==> src/rtl/nbody_pair_sched.sv <==
// Pair scheduler for one force-evaluation pass: walks every ordered (i,j), j!=i,
// drives RAM read addresses and tags each pair through a latency-matched delay line.
module nbody_pair_sched #(
  parameter int BODIES       = 512,
  parameter int IDX_W        = $clog2(BODIES),
  parameter int RAM_LATENCY  = 1,
  parameter int ACCL_LATENCY = 123
) (
  input  logic             clk,
  input  logic             rst,
  input  logic             start,
  input  logic             abort,
  input  logic             hold,
  input  logic [IDX_W:0]   num_bodies,
  output logic [IDX_W-1:0] rd_i,
  output logic [IDX_W-1:0] rd_j,
  output logic             issue_valid,
  output logic             res_valid,
  output logic [IDX_W-1:0] res_i,
  output logic             res_first,
  output logic             res_last,
  output logic             busy,
  output logic             done
);

  localparam int DEPTH = RAM_LATENCY + ACCL_LATENCY;
  localparam int CNT_W = $clog2(DEPTH + 1);
  localparam logic [IDX_W:0] ONE = (IDX_W+1)'(1);
  localparam logic [IDX_W:0] TWO = (IDX_W+1)'(2);

  typedef enum logic [1:0] {IDLE, ISSUE, DRAIN, FIN} state_t;

  state_t           state_q, state_d;
  logic [IDX_W-1:0] i_q, i_d, j_q, j_d;
  logic [IDX_W:0]   n_q, n_d;
  logic [CNT_W-1:0] cnt_q, cnt_d;

  logic [DEPTH-1:0] vld_q, first_q, last_q;
  logic [IDX_W-1:0] idx_q [DEPTH];

  logic           start_acc, first_w, last_w, last_pair;
  logic [IDX_W:0] i_x, j_x, j_inc, j_cand;

  // Index arithmetic is one bit wider than the address so that N=BODIES never wraps.
  always_comb begin
    i_x       = {1'b0, i_q};
    j_x       = {1'b0, j_q};
    first_w   = (j_x == ((i_x == '0) ? ONE : '0));
    last_w    = (j_x == ((i_x == n_q - ONE) ? n_q - TWO : n_q - ONE));
    last_pair = (i_x == n_q - ONE) && last_w;
    j_inc     = j_x + ONE;
    j_cand    = (j_inc == i_x) ? j_inc + ONE : j_inc;
  end

  always_comb begin
    issue_valid = (state_q == ISSUE) && !hold;
    start_acc   = (state_q == IDLE) && start && !abort;
    busy        = (state_q != IDLE);
    done        = (state_q == FIN);

    i_d = i_q;
    j_d = j_q;
    n_d = n_q;
    if (start_acc) begin
      n_d = num_bodies;
      if (num_bodies >= TWO) begin
        i_d = '0;
        j_d = IDX_W'(1);
      end
    end else if (issue_valid && !last_pair) begin
      if (j_cand < n_q) begin
        j_d = j_cand[IDX_W-1:0];
      end else begin
        i_d = i_q + IDX_W'(1);
        j_d = (i_d == '0) ? IDX_W'(1) : '0;
      end
    end

    cnt_d = cnt_q;
    case ({issue_valid, res_valid})
      2'b10:   cnt_d = cnt_q + CNT_W'(1);
      2'b01:   cnt_d = cnt_q - CNT_W'(1);
      default: cnt_d = cnt_q;
    endcase
    if (abort) cnt_d = '0;

    state_d = state_q;
    case (state_q)
      IDLE:    if (start_acc) state_d = (num_bodies >= TWO) ? ISSUE : FIN;
      ISSUE:   if (issue_valid && last_pair) state_d = DRAIN;
      DRAIN:   if (cnt_d == '0) state_d = FIN;
      FIN:     state_d = IDLE;
      default: state_d = IDLE;
    endcase
    if (abort) state_d = IDLE;
  end

  always_ff @(posedge clk or posedge rst) begin
    if (rst) begin
      state_q <= IDLE;
      i_q     <= '0;
      j_q     <= '0;
      n_q     <= '0;
      cnt_q   <= '0;
    end else begin
      state_q <= state_d;
      i_q     <= i_d;
      j_q     <= j_d;
      n_q     <= n_d;
      cnt_q   <= cnt_d;
    end
  end

  // Tag delay line shifts every cycle, hold or not; abort only kills the valids.
  always_ff @(posedge clk or posedge rst) begin
    if (rst) begin
      vld_q   <= '0;
      first_q <= '0;
      last_q  <= '0;
      for (int unsigned k = 0; k < DEPTH; k++) idx_q[k] <= '0;
    end else begin
      vld_q[0]   <= issue_valid && !abort;
      first_q[0] <= first_w;
      last_q[0]  <= last_w;
      idx_q[0]   <= i_q;
      for (int unsigned k = 1; k < DEPTH; k++) begin
        vld_q[k]   <= vld_q[k-1] && !abort;
        first_q[k] <= first_q[k-1];
        last_q[k]  <= last_q[k-1];
        idx_q[k]   <= idx_q[k-1];
      end
    end
  end

  assign rd_i      = i_q;
  assign rd_j      = j_q;
  assign res_valid = vld_q[DEPTH-1];
  assign res_i     = idx_q[DEPTH-1];
  assign res_first = first_q[DEPTH-1];
  assign res_last  = last_q[DEPTH-1];

endmodule

==> config.mk <==
export PLATFORM = sky130hd
export DESIGN_NAME = nbody_pair_sched
export DESIGN_NICKNAME = d
export VERILOG_FILES = /design/src/rtl/nbody_pair_sched.sv
export SDC_FILE = /design/constraint.sdc
export NUM_CORES = 2
export LEC_CHECK = 0
export ABC_AREA = 1
export CAP_MARGIN = 20
export CORE_MARGIN = 4
export CORE_UTILIZATION = 35
export DETAILED_ROUTE_END_ITERATION = 6
export GPL_ROUTABILITY_DRIVEN = 0
export GPL_TIMING_DRIVEN = 1
export SKIP_LAST_GASP = 1
export SLEW_MARGIN = 20
export SYNTH_ARGS = -nofsm -noshare
export SYNTH_HDL_FRONTEND = slang
export SYNTH_SLANG_ARGS = --single-unit
==> constraint.sdc <==
create_clock -name clk -period 80.6 [get_ports clk]
set_input_delay 8.06 -clock clk [delete_from_list [all_inputs] [get_ports clk]]
set_output_delay 8.06 -clock clk [all_outputs]
set_load 0.01 [all_outputs]
==> metrics.txt <==
Reg clk slew, reported paths=0.06 ns; slew at the pin closest to its max-slew limit=0.9675 ns; most frequently used flop master after synthesis=sky130_fd_sc_hd__dfrtp_1; sequential power share=0.518; launching element of the worst setup path=hold; Final ANT Viol Nets=0; distinct cell type count after synthesis=37; setup repair after global routing missed its margin=no; layout cells sized above 1=0.09817; Req. time, crit path=72.54 ns; max-cap viol count=0; cell-internal power=1.212 mW; arrival time of the worst setup path=9.20 ns; endpoints failing setup=0; height of the die=354.7 microns; Clock Skews=0.02549 ns; number of primary I/O pins=48; sequential area share after synthesis=0.9069; summed instance area of the synthesized netlist=0.04208 sq mm; slowest stage cell on the critical path=sky130_fd_sc_hd__clkdlybuf4s50_1; Site Rows=126; Worst Slack Setup Final=63.35 ns; Hold Vio Cnt, Final=0; switch share=0.2371; chain of cells forming the critical path=clkdlybuf4s50_1 > nor2_1 > clkdlybuf4s50_1; multi-input combinational cell area=0.002989 sq mm; Min Clock Period, post-route=17.25 ns; pre-CTS WS=63.33 ns; total negative setup slack=0 ns; Clk pwr share=0.408; Antenna Diode Count=0; depth of the CTS H-tree=4; hold buffers post-CTS=0; fill cell total of the finished layout=10429; Mapped Avg Cell Area=17.89 sq um; maximum buffer depth of the clock tree=3; type of element launching the critical path=input pin; vias in the first global route=18377; total DRC errors in the routed layout=0; most used cell, CP=sky130_fd_sc_hd__clkdlybuf4s50_1; effective utilization at floorplan=0.3545; Max Clock Freq=57.95 MHz; worst-path fanout max=2; Min-Delay Startpoint=first_q[11]; die area=0.1258 sq mm; routed wirelength normalized by instance count=13.05 microns; number of antenna violations at the first check in global routing=0; TritonCTS clock tree=yes; number of buffer cells added on primary ports=47; post-cts gate resize count=0; type of the tightest min-delay check=flop to flop; worst flop-to-flop path startpoint=rd_j[0]; Synth Warn #=0; number of design-rule violations left by the first detailed-router iteration=1094; total clock sinks=1525; Slew Limit Fails=0; Final Net Count=2569; largest net degree at the start of global routing=192; post-synthesis cell count=2352; insertion delay to the later sink of the worst-skew pair=0.70 ns; Reg-to-Reg End=rd_i[1]; flip-flop and latch count after synthesis=1525; Detailed Route WL=55170 microns; ratio of routed vias to standard cells=4.016; Critical Setup Path Class=input pin to output pin; global-route wire length before repair=95300 microns; synthesis-to-finish area growth=17.09%; die width=354.7 microns; critical path's largest stage delay=0.56 ns; post-detailed-placement half-perimeter wirelength=26320 microns; Power Density=32.24 mW/mm^2; net count of the mapped netlist=2394; outcome=finished clean; area of the core region=0.1187 sq mm; switching component of the power=0.3766 mW; nature of the critical path endpoint=output pin; portion of total power attributed to combinational logic=0.073; Root Buffer=sky130_fd_sc_hd__clkbuf_16; GRT Total Usage=0.09181; via total after detailed routing=16978; post-route fraction of the period consumed by the critical path=0.2141; worst-case headroom to the max-slew limit=0.3550; number of cell instances on the worst register-to-register path=23; async set or reset register ratio after synthesis=1.000; worst IR drop on VDD=0.02004 mV; number of buffers created by CTS=140; Critical Path End=issue_valid; Post-CTS Setup Inserts=0; number of enable flip-flop cells after synthesis=0; leftover overflow at the end of global routing=0; DRT Pass-1 Iters=5; slack of the worst reg-to-reg path=75.90 ns; leakage=25.58 nW; area taken by flip-flops and latches=0.03816 sq mm
==> metrics by stage <==
step	total power, mW	instances	hold WS (ns)	instance area [sq um]	utilization
6_report	1.588	4228	0.3205	49270	0.4150
5_1_grt	1.668	4228	0.3221	49270	0.4150
4_1_cts	1.615	4225	0.3175	49170	0.4142
3_5_place_dp	0.9522	3982	0.3347	44530	0.3751
3_3_place_gp	0.9484	3982	0.3314	44530	0.3751
2_1_floorplan	0.9208	2352	0.3312	42080	-
==> kinds of logic after synthesis <==
| group | Yosys count | share of synthesized area |
|---|---|---|
| AO/OA/AOI/OAI | 43 | 0.005650 |
| XOR/XNOR | 23 | 0.004787 |
| adder cells (fa/ha/maj) | 27 | 0.008207 |
| buffers and inverters | 231 | 0.02206 |
| flip-flops | 1525 | 0.9069 |
| AND/OR/NAND/NOR | 503 | 0.05239 |
==> per-layer routing <==
metal | part of all wire | track usage | up-vias | routed length, microns
met4 | 0.029 | 0.03822 | 0 | 1603
li1 | - | - | 7572 | -
met1 | 0.49 | 0.1360 | 8917 | 27110
met2 | 0.43 | 0.1276 | 349 | 23620
met5 | 0 | 0 | - | 0
met3 | 0.052 | 0.02554 | 140 | 2842
==> cells in the final DEF (no fill, tap or decap), types with 6 or more instances in the layout <==
master and count:
sky130_fd_sc_hd__dfrtp_1 1525, sky130_fd_sc_hd__inv_1 193, sky130_fd_sc_hd__nor2_1 182, sky130_fd_sc_hd__nand2_1 180
sky130_fd_sc_hd__clkbuf_16 140, sky130_fd_sc_hd__nand3_1 69, sky130_fd_sc_hd__clkdlybuf4s50_1 46, sky130_fd_sc_hd__clkbuf_1 31
sky130_fd_sc_hd__nand4_1 27, sky130_fd_sc_hd__clkbuf_8 27, sky130_fd_sc_hd__ha_1 26, sky130_fd_sc_hd__o21ai_0 23
sky130_fd_sc_hd__xor2_1 19, sky130_fd_sc_hd__clkinv_2 17, sky130_fd_sc_hd__nor3_1 12, sky130_fd_sc_hd__a21oi_1 12
sky130_fd_sc_hd__nor4_1 8, sky130_fd_sc_hd__nand2_2 7, sky130_fd_sc_hd__bufinv_16 7, sky130_fd_sc_hd__buf_4 7
sky130_fd_sc_hd__clkinv_8 6
==> flip-flops by register name, summed over array words and instances (netlist names) <==
signal and flops:
rd_j 9, res_i 9, vld_q 124, state_q 2, rd_i 9, cnt_q 7
idx_q 1107, n_q 10, first_q 124, last_q 124
==> how the worst min path moves through the flow <==
| stage | endpoint | cells past startpoint |
|---|---|---|
| global placement | idx_q[888] | 0 |
| detailed placement | first_q[15] | 0 |
| finish | first_q[12] | 0 |
| floorplan | first_q[100] | 0 |
| global route | idx_q[143] | 0 |
| CTS | idx_q[1052] | 0 |
==> cells in the mapped netlist (all sizes together) (2+ instances only) <==
cell       n  area share
a21oi     12      0.0014
a31oi      2     0.00030
buf       15      0.0028
clkbuf    16      0.0014
clkinv     2     0.00018
dfrtp   1525        0.91
ha        26      0.0077
inv      198       0.018
nand2    187       0.017
nand3     71      0.0090
nand3b     2     0.00036
nand4     27      0.0040
nor2     191       0.018
nor3      13      0.0017
nor4       8      0.0012
o21ai     25      0.0032
or2        2     0.00030
xnor2      4     0.00083
xor2      19      0.0040
==> critical path, delay by kind of cell <==
kind / cells / cell delay, ns
AND/OR/NAND/NOR: 1 / 0.15
buffers and inverters: 2 / 0.99
==> power by group through the flow <==
stage / combinational [mW] / clock (mW) / sequential, mW
after floorplan: 0.0869 / 0 / 0.834
after global placement: 0.113 / 0 / 0.835
after detailed placement: 0.116 / 0 / 0.837
after CTS: 0.116 / 0.675 / 0.824
after global routing: 0.133 / 0.708 / 0.827
final: 0.116 / 0.649 / 0.823
==> layout make-up <==
class                           instances  share of cell area
Clock buffer                          198             0.08101
Clock inverter                         45             0.01305
Inverter                              200             0.01549
Multi-Input combinational cell        596             0.06067
Sequential cell                      1525              0.7745
Tap cell                             1600             0.04063
Timing Repair Buffer                   64             0.01463
Note: power is estimated with default switching activity, not from simulation.
